==> config.mk <==
export PLATFORM = sky130hd
export DESIGN_NAME = shift_issue_stage
export DESIGN_NICKNAME = d
export VERILOG_FILES = /design/src/rtl/shift_issue_stage.sv
export SDC_FILE = /design/constraint.sdc
export NUM_CORES = 1
export LEC_CHECK = 0
export ABC_AREA = 1
export BUFFER_PORTS_ARGS = -buffer_cell sky130_fd_sc_hd__clkbuf_2
export CORE_MARGIN = 1.5
export CORE_UTILIZATION = 52
export DETAILED_ROUTE_END_ITERATION = 12
export MAX_ROUTING_LAYER = met4
export PLACE_DENSITY = 0.87
export SYNTH_ARGS = -nofsm -noshare
export SYNTH_HDL_FRONTEND = slang
export SYNTH_SLANG_ARGS = --single-unit
==> constraint.sdc <==
create_clock -name clk -period 2.07 [get_ports clk]
set_clock_uncertainty 0.05 [all_clocks]
set_input_delay 0.414 -clock clk [delete_from_list [all_inputs] [get_ports clk]]
set_output_delay 0.414 -clock clk [all_outputs]
set_load 0.1 [all_outputs]
==> src/rtl/shift_issue_stage.sv <==
// shift_issue_stage: FIFO-buffered issue/retire stage around a combinational 8-bit shifter.
// Define SHIFT_CLAMP_EN to force a zero result for shift amounts 8..15.
module shift_issue_stage #(
  parameter int FIFO_DEPTH = 2
) (
  input  logic       clk,
  input  logic       rst,
  input  logic       in_valid,
  output logic       in_ready,
  input  logic [7:0] in_a,
  input  logic [3:0] in_b,
  output logic [7:0] sh_a,
  output logic [3:0] sh_b,
  input  logic [7:0] sh_y,
  output logic       out_valid,
  input  logic       out_ready,
  output logic [7:0] out_y,
  output logic       out_zero,
  output logic [7:0] out_count
);
  localparam int AW = $clog2(FIFO_DEPTH);
  logic [7:0] mem_a [FIFO_DEPTH];
  logic [3:0] mem_b [FIFO_DEPTH];
  logic [AW-1:0] wr_ptr, rd_ptr;
  logic [AW:0] cnt;
  logic full, empty, push, pop, out_free, out_load, iss_valid;
  logic [7:0] cap;
  assign full = cnt == (AW+1)'(FIFO_DEPTH);
  assign empty = cnt == '0;
  assign in_ready = !full && !rst;
  assign push = in_valid && in_ready;
  assign out_free = !out_valid || out_ready;
  assign out_load = iss_valid && out_free;
  assign pop = !empty && (!iss_valid || out_free);
`ifdef SHIFT_CLAMP_EN
  assign cap = sh_b[3] ? 8'h00 : sh_y;
`else
  assign cap = sh_y;
`endif
  always_ff @(posedge clk)
    if (push) begin
      mem_a[wr_ptr] <= in_a;
      mem_b[wr_ptr] <= in_b;
    end
  always_ff @(posedge clk) begin
    if (rst) begin
      wr_ptr <= '0;
      rd_ptr <= '0;
      cnt <= '0;
      iss_valid <= 1'b0;
      sh_a <= 8'h00;
      sh_b <= 4'h0;
      out_valid <= 1'b0;
      out_y <= 8'h00;
      out_zero <= 1'b0;
      out_count <= 8'h00;
    end else begin
      if (push) wr_ptr <= wr_ptr + 1'b1;
      if (pop) rd_ptr <= rd_ptr + 1'b1;
      cnt <= cnt + (AW+1)'(push) - (AW+1)'(pop);
      if (pop) begin
        iss_valid <= 1'b1;
        sh_a <= mem_a[rd_ptr];
        sh_b <= mem_b[rd_ptr];
      end else if (out_load) iss_valid <= 1'b0;
      if (out_load) begin
        out_valid <= 1'b1;
        out_y <= cap;
        out_zero <= cap == 8'h00;
      end else if (out_ready) out_valid <= 1'b0;
      if (out_valid && out_ready) out_count <= out_count + 8'd1;
    end
  end
endmodule

Word-level counts from Yosys, hierarchy flattened
Memories as Yosys holds them, arrays and structs flattened. A register that Yosys moved wholly into a read port is not among the register bits.
Cells that the tools add are included.
Operators by class
  add/sub/neg operators: 5
  shift operators: 0
  equal/unequal tests: 1
  order comparisons: 0
  bitwise gates (word level): 0
  reduce and logical (&&, ||, !) cells: 16
  $mul: 0
  div/mod/pow operators: 0
  multiplexer cells: 6
Operators by type and width (number)
  adder 8 x 1 -> 8 bit (second input constant): 1
  logical NOT 8 bit: 1
  2-to-1 mux 1 bit: 6
  logical AND 1 bit: 5
  logical NOT 1 bit: 5
  nonzero test 2 bit: 2
  adder 1 bit (second input constant): 2
  adder 2 x 1 -> 2 bit: 1
  == test 2 bit (second input constant): 1
  logical NOT 2 bit: 1
  logical OR 1 bit: 2
  subtractor 2 x 1 -> 2 bit: 1
Word-level totals
  bits in read-only memories: 0
  register bits after elaboration: 23
  memory bits (writable): 24
  bits in latches: 0
  input bits: 24
  memories: 2
Memories
  mem_a: depth 2, bits a word 8, read ports 1, clocked after memory_dff 1, write ports 1, line 22  | logic [7:0] mem_a [FIFO_DEPTH];
  mem_b: depth 2, bits a word 4, read ports 1, clocked after memory_dff 1, write ports 1, line 23  | logic [3:0] mem_b [FIFO_DEPTH];

Depth between registers and ports, before layout
Gate-level depths: netlist of the first run.
  depth after elaboration: 6
  gate-level depth with buffers: 12
  mapped depth without buffers: 11

Worst setup path before layout of the first run
Ideal clock, no wire load.
  path type: input -> register
  from: input port rst
  to: memory mem_a[0][0] (enable)
  setup slack: -0.990 ns
  arrival: 2.663 ns
  required time: 1.674 ns
  stages on the path: 4
  buffers on the path: 1
  cell sequence: buf_4 a21oi_1 nand3_1 inv_1
On the way
  word-level cells in the longest chain between the ends: 5
Ends and longest elaborated chain
  start, declared: line 7  | input logic rst,
  logical NOT 1 bit: line 30  | assign in_ready = !full && !rst;
  logical AND 1 bit: line 30
  via in_ready: line 9  | output logic in_ready,
  logical AND 1 bit: line 31  | assign push = in_valid && in_ready;
  2-to-1 mux 1 bit: line 41  | if (push) begin
  2-to-1 mux 1 bit (not written as such): line 42  | mem_a[wr_ptr] <= in_a;
  end, declared: line 22
The timed path passes the listed nets, and every way through them passes these cells.

Worst setup path after layout of the first run
  from: register cnt[1]
  to: register cnt[1]
On the way
  word-level cells in the longest chain between the ends: 6
  elaborated cells on any way between the ends: 9
  those cells by class: add/sub: 2; eq/ne: 1; reduce/logical: 6
Ends and longest elaborated chain
  start, declared: line 25  | logic [AW:0] cnt;
  start signal, assigned: line 60  | cnt <= cnt + (AW+1)'(push) - (AW+1)'(pop);
  == test 2 bit: line 28  | assign full = cnt == (AW+1)'(FIFO_DEPTH);
  logical NOT 1 bit: line 30
  logical AND 1 bit: line 30
  logical AND 1 bit: line 31
  adder 2 x 1 -> 2 bit: line 60
  subtractor 2 x 1 -> 2 bit *: line 60
Every way passes the cells marked *; elsewhere a longest branch is shown, timed or not.
A chain may end at the register's enable or synchronous reset.

==> results of run 1 <==
## final cells by class
cell class              instances  area share (%)
flip-flops and latches         59            50.1
clock inverters                 6            1.98
well taps                      52            2.29
repair buffers                 59            10.9
inverters                      18            2.46
clock buffers                  10            4.49
multi-input cells             171            27.7
## final timing paths
check / cells past startpoint / slack [ns] / from / endpoint
hold reg to reg: 2 / 0.42 / out_zero / out_zero
setup reg to reg: 10 / 0.35 / cnt[1] / cnt[1]
setup / recovery: 10 / 0.35 / cnt[1] / cnt[1]
hold / removal: 1 / 0.23 / in_b[0] / mem_b[1][0]
## sequential cells by signal, indices dropped and copies added (netlist names)
name       cells
out_count      8
sh_a           8
iss_valid      1
out_valid      1
rd_ptr         1
sh_b           4
out_y          8
mem_a         16
cnt            2
wr_ptr         1
out_zero       1
mem_b          8
## cells in the mapped netlist
cell	n
ha_1	3
inv_1	17
nor3_1	2
nand2_2	1
or2_4	1
o21a_1	1
a21oi_1	7
nand4_1	1
edfxtp_1	24
nand2_4	1
inv_4	1
nor2_4	1
nor3b_1	1
buf_6	2
buf_4	2
nor2_1	56
o21ai_0	22
buf_2	3
nand3_1	6
buf_12	1
nand2_1	58
dfxtp_1	35
nor2_2	8
xor2_1	2
## through the flow
stage               utilization (%)  hold slack (ns)  std cells  setup WS (ns)
detailed placement             61.1            0.406        359          0.214
global placement               61.1            0.405        359          0.288
CTS                            65.3            0.221        375          0.335
floorplan                         -            0.395        256         0.0729
global route                   65.3            0.219        375          0.228
finish                         65.3            0.232        375          0.348
## report_power, final
part / internal, mW / leakage [nW] / switching [mW] / total, mW
clock network: 0.546 / 0.0935 / 0.444 / 0.990
registers: 1.46 / 0.508 / 0.181 / 1.64
logic: 0.417 / 0.703 / 1.80 / 2.22
total: 2.42 / 1.30 / 2.43 / 4.84
## layer usage
metal,up-vias,global-route usage [%]
met5,-,-
met3,9,6.06
met1,832,21.4
li1,953,-
met4,0,6.41
met2,52,35.7
## logic make-up (layout without fill, tap and decap cells)
group,after synthesis,after routing,share of synthesized area (%)
compound gates,30,30,6.52
xor+xnor,2,2,0.748
fa+ha+maj,3,3,1.60
buf+inv,26,93,6.09
flops,59,59,60.7
simple gates,136,136,24.3
==> impl_results.md, run 1 <==
- Status: finished, final reports clean
- Grt total ovfl: 0
- Tot Pwr: 4.84 mW
- Starting Density: 53.8%
- CP peak stage delay: 0.38 ns
- Final instance area: 2840 µm²
- Largest net degree at the start of global routing: 28
- Dpl hpwl: 3.01 mm
- Buf/Inv on CP: 2
- # port buffers: 54
- Commonest non-fill, non-tap cell in the layout: nand2_1
- CP max stage cell: dfxtp_1
- Register area: 1430 µm²
- Io pins: 55
- Area of the core: 4350 µm²
- Vias in the first global route: 1699
- Row count: 24
- Max Used Layer: met4
- Max-cap viol count: 0
- First-pass GRT wire length: 7.33 mm
- DRT antenna net count: 0
- Hold Crit Class: in2reg
- P&R area growth vs syn: 21.4%
- Delay-heaviest family, CP: simple AND/OR/NAND/NOR gates
- Syn nets: 283
- Footprint of the multi-input gates: 788 µm²
- Finish-stage setup viols: 0
- Metal2 WL: 2.33 mm
- Post-Route M1 WL: 1.88 mm
- Initial antenna violation count: 0
- Mapped Cells: 256
- Synth warn: 0
- Fillers: 368
- Slew margin rel.: 63.9%
- Largest cells by area after synthesis: edfxtp_1 31%, dfxtp_1 30%, nand2_1 9.3%, nor2_1 9.0%, o21ai_0 4.7%
- Maximum clock path buffer count: 2
- Required @ worst endpoint: 2.24 ns
- Max Freq: 581 MHz
- Slew Limit Fails: 0
- Crit path DAT: 1.89 ns
- Routability cong.: 0.767
- Clock Sinks: 59
- Clk_lat worst skew: 0.32 ns
- RSZ-0062 raised after global routing: false
- Tmin final: 1.72 ns
- Fin crit share: 83.2%
- GRT Util Overall: 20.1%
- Antenna Cells: 0
- Synth area leader: edfxtp_1
- Hold Vio Cnt, Final: 0
- Highest-count cells in the layout ignoring fill and taps: 58 x nand2_1, 56 x nor2_1, 53 x clkbuf_2
- Post-synthesis sequential area ratio: 60.7%
- DIE WIDTH: 70.1 µm
- Worst Setup Start Kind: flip-flop
- CTS tree: yes
- Die ar.: 4910 µm²
- Cell Area, Placed: 2660 µm²
- Actual slew at the worst max-slew pin: 0.544 ns
- Vias/cell: 4.92
- Critical-path cell list: or2_4, nand2_4, inv_4, ha_1, inv_1, ha_1, xor2_1, nand2_1, nand2_1, nor2_1
- Share of the synthesized area in the top cell type: 30.8%
- # DRC: 0
- Total CTS buffers: 9
- Crit path max fanout: 5
- Routed wire length: 4.44 mm
- Pwr dens: 1700 nW/µm²
- Hold buffer count at CTS: 0
- DR vias: 1846
- First-pass DRT Iterations: 4
- Synthesized flop and latch total: 59
- Count of cell types in the netlist: 24
- Mapped Area: 2340 µm²
- Setup CP Type: reg2reg
- CTS resizes: 0
- Worst vdd ir: 1.75 mV
- Root buf cell: clkbuf_8
- Postcts setup bufs: 0
- CTS H-tree lvls: 3
- Die height: 70.1 µm
- Wirelength per Cell: 11.8 µm
- Setup TNS: 0 ns
- Mapped Avg Cell Area: 9.14 µm²
- Layout cells sized above 1: 27.2%
- Routed length on met3: 181 µm
- Initial DRC count: 95
- Layout Nets: 345
- P_leak: 1.30 nW
- Crit end category: flip-flop
- Worst-path clk slew: 0.06 ns
Power figures use the tool's default switching activity.
==> inputs of run 2 (changes only) <==
Settings changed: ABC_AREA 1 to 0.
Clock period 2.07 ns to 1.75 ns, I/O delays scaled along.
==> run 2 against run 1 <==
Against the previous run: the run now ends with negative setup slack left; area after synthesis decreased by 2.1%; flip-flop and latch count stayed put; die area down 2.0%.
==> impl_results.md, run 2 <==
- Critical-path cell list: nor2b_1, or3_4, ha_4, inv_2, ha_4, xor2_4, and2_4, nor3_2 (was or2_4, nand2_4, inv_4, ha_1, inv_1, ha_1, xor2_1, nand2_1, nand2_1, nor2_1)
- Hold Crit Class: in2reg (unchanged)
- CP max stage cell: or3_4 (was dfxtp_1)
- Final Non-Filler Cells: 321 (was 375)
- # port buffers: 54 (unchanged)
- Clock network power share: 21.6% (was 20.4%)
- Pwr dens: 1910 nW/µm² (was 1700 nW/µm²)
- Mapped Avg Cell Area: 11.5 µm² (was 9.14 µm²)
- Grt total ovfl: 0 (unchanged)
- Postcts setup bufs: 0 (unchanged)
- Layout cells sized above 1: 38.7% (was 27.2%)
- Starting Density: 55.7% (was 53.8%)
- Metal2 WL: 2.49 mm (was 2.33 mm)
- Clock Sinks: 59 (unchanged)
- Number of synthesized flops with an enable pin: 24 (unchanged)
- Setup CP Type: reg2reg (unchanged)
- DIE WIDTH: 69.4 µm (was 70.1 µm)
- Fillers: 292 (was 368)
- Comb pwr share: 46.3% (was 45.7%)
- Post-Route M1 WL: 2.13 mm (was 1.88 mm)
- Worst Slack Setup Final: -0.0592 ns (was 0.348 ns)
- Maximum clock path buffer count: 2 (unchanged)
- Hold Slack: 0.159 ns (was 0.232 ns)
- Delay-heaviest family, CP: simple AND/OR/NAND/NOR gates (unchanged)
- Root buf cell: clkbuf_8 (unchanged)
- Synth area leader: edfxtp_1 (unchanged)
- First-pass GRT wire length: 7.94 mm (was 7.33 mm)
- Largest Register: mem_a (unchanged)
- Routed wire length: 4.93 mm (was 4.44 mm)
- Crit path DAT: 1.96 ns (was 1.89 ns)
- Area of the core: 4120 µm² (was 4350 µm²)
- Max Freq: 553 MHz (was 581 MHz)
- Antenna Cells: 0 (unchanged)
- Mapped Area: 2290 µm² (was 2340 µm²)
- P&R area growth vs syn: 30.1% (was 21.4%)
- Worst Setup Start Kind: flip-flop (unchanged)
- DRT antenna net count: 0 (unchanged)
- Synthesized flop and latch total: 59 (unchanged)
- Count of cell types in the netlist: 32 (was 24)
- Share of the synthesized area in the top cell type: 31.4% (was 30.8%)
- Failing checks: negative setup slack
- Post-synthesis sequential area ratio: 62.0% (was 60.7%)
- Mapped Cells: 200 (was 256)
- Finish-stage setup viols: 1 (was 0)
- Highest-count cells in the layout ignoring fill and taps: 52 x clkbuf_2, 30 x a21oi_1, 26 x dfxtp_1 (was 58 x nand2_1, 56 x nor2_1, 53 x clkbuf_2)
- Hold Vio Cnt, Final: 0 (unchanged)
- Routed length on met3: 222 µm (was 181 µm)
- Internal: 3.08 mW (was 2.42 mW)
- GRT Util Overall: 21.9% (was 20.1%)
- Net Sw Frac: 45.9% (was 50.1%)
- Tmin final: 1.81 ns (was 1.72 ns)
- Register area: 1440 µm² (was 1430 µm²)
- Top-count cell post-synth: dfxtp_1 (was nand2_1)
- Routability cong.: 0.797 (was 0.767)
- Die height: 69.4 µm (was 70.1 µm)
- Clk_lat worst skew: 0.33 ns (was 0.32 ns)
- Tot Pwr: 5.69 mW (was 4.84 mW)
- Ys async rst share: 0% (unchanged)
- Slew Limit Fails: 0 (unchanged)
- Commonest non-fill, non-tap cell in the layout: clkbuf_2 (was nand2_1)
- Wirelength per Cell: 15.4 µm (was 11.8 µm)
- Io pins: 55 (unchanged)
- # DRC: 0 (unchanged)
- Layout Nets: 293 (was 345)
- Max-cap viol count: 0 (unchanged)
- First-pass DRT Iterations: 4 (unchanged)
- Crit end category: flip-flop (unchanged)
- Buf/Inv on CP: 1 (was 2)
- Die ar.: 4820 µm² (was 4910 µm²)
- Dpl hpwl: 3.24 mm (was 3.01 mm)
- Fin crit share: 103% (was 83.2%)
- P_leak: 1.17 nW (was 1.30 nW)
- Syn nets: 227 (was 283)
- DR vias: 1749 (was 1846)
- Initial antenna violation count: 0 (unchanged)
- RSZ-0062 raised after global routing: true (was false)
- Status: finished with violations (was finished, final reports clean)
- Required @ worst endpoint: 1.90 ns (was 2.24 ns)
- CP peak stage delay: 0.35 ns (was 0.38 ns)
- Worst vdd ir: 0.956 mV (was 1.75 mV)
- Total CTS buffers: 9 (unchanged)
- Vias/cell: 5.45 (was 4.92)
- CTS H-tree lvls: 3 (unchanged)
- Largest cells by area after synthesis: edfxtp_1 31%, dfxtp_1 31%, a21oi_1 6.6%, mux2i_1 5.2%, a211oi_1 3.9% (was edfxtp_1 31%, dfxtp_1 30%, nand2_1 9.3%, nor2_1 9.0%, o21ai_0 4.7%)
- Footprint of the multi-input gates: 862 µm² (was 788 µm²)
- Max reg flops: 16 (unchanged)
- Max Used Layer: met4 (unchanged)
- Most common cell type on the critical path: ha_4
- Post-synth top flop: dfxtp_1 (unchanged)
- Initial DRC count: 106 (was 95)
- CTS tree: yes (unchanged)
- Row count: 23 (was 24)
- Slew margin rel.: 63.1% (was 63.9%)
- Largest net degree at the start of global routing: 38 (was 28)
- Sw power: 2.61 mW (was 2.43 mW)
- Setup TNS: -0.0592 ns (was 0 ns)
- Synth top cells by count: 35 x dfxtp_1, 30 x a21oi_1, 24 x edfxtp_1 (was 58 x nand2_1, 56 x nor2_1, 35 x dfxtp_1)
- Cell count after placement: 305 (was 359)
- Sequential share of power: 32.1% (was 33.8%)
- Crit path max fanout: 2 (was 5)
- Synth warn: 0 (unchanged)
- Actual slew at the worst max-slew pin: 0.556 ns (was 0.544 ns)
- Worst-path clk slew: 0.06 ns (about the same)
- Vias in the first global route: 1673 (was 1699)
-- run 2: power by group through the flow --
stage,clock network (mW),registers [mW],logic [mW]
CTS,1.24,1.83,2.59
floorplan,0,3.07,0.812
global route,1.31,1.86,2.75
finish,1.23,1.83,2.64
global placement,0,1.83,2.47
detailed placement,0,1.85,2.52
-- run 2: worst paths after layout --
path	to	startpoint	depth (start not counted)	slack, ns
worst max-delay path	cnt[1]	cnt[1]	8	-0.06
worst min-delay path	mem_a[1][4]	in_a[4]	1	0.16
worst max register to register	cnt[1]	cnt[1]	8	-0.06
worst min register to register	out_y[6]	out_y[6]	2	0.43
-- run 2: timing repair --
item,in CTS,in global routing
setup endpoints to repair,1,1
pin swaps,1,0
resized for setup,5,3
hold buffers,0,0
-- run 2: cell type report --
type	count	share of cell area [%]
clock inverters	2	1.17
inverters	5	0.629
repair buffers	68	13.6
flip-flops and latches	59	48.1
multi-input cells	123	28.9
well taps	50	2.10
clock buffers	14	5.46
-- run 2: stage by stage --
step	cell area, µm²	util, %	setup slack [ns]
after floorplan	2350	-	-0.287
after global placement	2750	66.7	-0.0992
after detailed placement	2750	66.7	-0.185
after CTS	2970	72.1	-0.0544
after global routing	2980	72.5	-0.0954
final	2980	72.5	-0.0592
-- run 2: kinds of logic after synthesis --
group	count (synthesis)	share of synthesized area (%)
DFF	59	62.0
muxes	13	5.73
buffers and inverters	18	3.71
adders and majority gates	3	1.64
xor gates and xnor gates	3	1.15
and+or+nand+nor	47	11.7
AOI/OAI and AO/OA	57	14.1
-- run 2: per-layer routing --
metal / GRT usage (%) / vias to the layer above
met4: 12.4 / 0
met1: 27.9 / 801
met3: 4.07 / 11
met2: 32.9 / 61
met5: - / -
li1: - / 876
==> inputs of run 3 (changes only) <==
Settings changed: ABC_AREA 0 to 1.
==> run 3 against run 2 <==
Against the previous run: the flow now finishes without violations; critical endpoint unchanged; highest routed layer unchanged; register-to-register slack better by 0.15 ns; die area up 2.0%; largest cell class unchanged; power grew 0.32%; via count increased by 6.2%; global-route usage down 1.1 points.
==> impl_results.md, run 3 (same netlist as run 1, synthesis figures left out) <==
- DIE WIDTH: 70.1 µm (was 69.4 µm)
- # DRC: 0 (unchanged)
- Crit end category: flip-flop (unchanged)
- Routed wire length: 4.57 mm (was 4.93 mm)
- Highest-count cells in the layout ignoring fill and taps: 58 x nand2_1, 55 x nor2_1, 53 x clkbuf_2 (was 52 x clkbuf_2, 30 x a21oi_1, 26 x dfxtp_1)
- Largest net degree at the start of global routing: 28 (was 38)
- Tot Pwr: 5.71 mW (was 5.69 mW)
- Total CTS buffers: 9 (unchanged)
- Dpl hpwl: 3.27 mm (was 3.24 mm)
- CP peak stage delay: 0.35 ns (about the same)
- Crit path launch: cnt[1] (unchanged)
- Tmin final: 1.66 ns (was 1.81 ns)
- Worst Slack Setup Final: 0.0872 ns (was -0.0592 ns)
- Worst vdd ir: 0.826 mV (was 0.956 mV)
- First-pass DRT Iterations: 4 (unchanged)
- Dpl ws: 0.0260 ns (was -0.185 ns)
- Postcts setup bufs: 0 (unchanged)
- Worst Setup Start Kind: flip-flop (unchanged)
- Grt total ovfl: 0 (unchanged)
- Vias/cell: 4.92 (was 5.45)
- Pwr dens: 1960 nW/µm² (was 1910 nW/µm²)
- Row count: 24 (was 23)
- Hold Vio Cnt, Final: 0 (unchanged)
- GRT Util Overall: 20.7% (was 21.9%)
- RSZ-0062 raised after global routing: false (was true)
- CP max stage cell: dfxtp_1 (was or3_4)
- Max Freq: 601 MHz (was 553 MHz)
- Critical-path cell list: or2_4, nand2_4, inv_4, ha_4, inv_2, ha_4, xor2_2, nand2_1, nand2_1, nor2_1 (was nor2b_1, or3_4, ha_4, inv_2, ha_4, xor2_4, and2_4, nor3_2)
- Root buf cell: clkbuf_8 (unchanged)
- Required @ worst endpoint: 1.93 ns (was 1.90 ns)
- Clk_lat worst skew: 0.33 ns (about the same)
- CTS resizes: 0 (was 5)
- CTS H-tree lvls: 3 (unchanged)
- Max reg flops: 16 (unchanged)
- Crit path max fanout: 4 (was 2)
- Hold Slack: 0.156 ns (was 0.159 ns)
- Commonest non-fill, non-tap cell in the layout: nand2_1 (was clkbuf_2)
- Status: finished, final reports clean (was finished with violations)
- Clock Sinks: 59 (unchanged)
- Routability cong.: 0.804 (was 0.797)
- Layout Nets: 348 (was 293)
- Worst R2R Start: cnt[1] (unchanged)
- Setup TNS: 0 ns (was -0.0592 ns)
- P&R area growth vs syn: 24.3% (was 30.1%)
- Layout cells sized above 1: 30.7% (was 38.7%)
- Vias in the first global route: 1722 (was 1673)
- Cell Area, Placed: 2750 µm² (about the same)
- Finish-stage setup viols: 0 (was 1)
- Fin crit share: 95.0% (was 103%)
- First-pass GRT wire length: 7.60 mm (was 7.94 mm)
- Maximum clock path buffer count: 2 (unchanged)
- Die height: 70.1 µm (was 69.4 µm)
- Slew Limit Fails: 0 (unchanged)
- DRT antenna net count: 0 (unchanged)
- Max-cap viol count: 0 (unchanged)
- Worst-path clk slew: 0.06 ns (about the same)
- CTS tree: yes (unchanged)
- Area of the core: 4350 µm² (was 4120 µm²)
- Initial antenna violation count: 0 (unchanged)
- DR vias: 1858 (was 1749)
- Hold buffer count at CTS: 0 (unchanged)
- Antenna Cells: 0 (unchanged)
- Setup CP Type: reg2reg (unchanged)
- Wirelength per Cell: 12.1 µm (was 15.4 µm)
- Slew margin rel.: 62.9% (was 63.1%)
- Starting Density: 53.8% (was 55.7%)
- # port buffers: 54 (unchanged)
- Largest Register: mem_a (unchanged)
- Die ar.: 4910 µm² (was 4820 µm²)
- Final instance area: 2910 µm² (was 2980 µm²)
- Min-delay src: in_a[0] (was in_a[4])
- Initial DRC count: 88 (was 106)
- P_leak: 1.31 nW (was 1.17 nW)
- Io pins: 55 (unchanged)
- Actual slew at the worst max-slew pin: 0.558 ns (was 0.556 ns)
- Hold Crit Class: in2reg (unchanged)
- Crit path DAT: 1.84 ns (was 1.96 ns)
## run 3: metal layers
layer	up-vias	wire [µm]	GRT usage, %
li1	956	-	-
met1	843	1930	22.9
met2	43	2250	32.7
met3	16	242	6.93
met4	0	142	12.2
met5	-	0	-
## run 3: layout make-up
cell class | instances | area, µm²
repair buffers | 62 | 345
inverters | 18 | 72.6
clock inverters | 5 | 20.0
multi-input cells | 171 | 846
clock buffers | 11 | 131
fillers | 329 | 1440
well taps | 52 | 65.1
flip-flops and latches | 59 | 1430
## run 3: power by group
| group | leakage (nW) | internal (mW) | switching [mW] |
|---|---|---|---|
| Combinational | 0.722 | 0.583 | 2.25 |
| Sequential | 0.510 | 1.73 | 0.174 |
| Clock | 0.0773 | 0.492 | 0.485 |
| Total | 1.31 | 2.80 | 2.91 |
## run 3: through the flow
stage	util, %	cells
finish	66.8	378
detailed placement	63.0	362
global route	66.8	378
global placement	63.0	362
floorplan	-	256
CTS	66.5	378
## run 3: worst paths after layout
check	to	cells after the start	slack, ns
worst max-delay path	cnt[1]	10	0.09
worst min-delay path	mem_a[1][0]	1	0.16
worst min register to register	out_zero	2	0.42
worst max register to register	cnt[1]	10	0.09
## run 3: critical path, delay by kind of cell, from the launching register on
family | cells | cell delay [ns]
buf+inv | 2 | 0.07
fa+ha+maj | 2 | 0.40
xor+xnor | 1 | 0.16
flops | 1 | 0.35
simple gates | 5 | 0.52
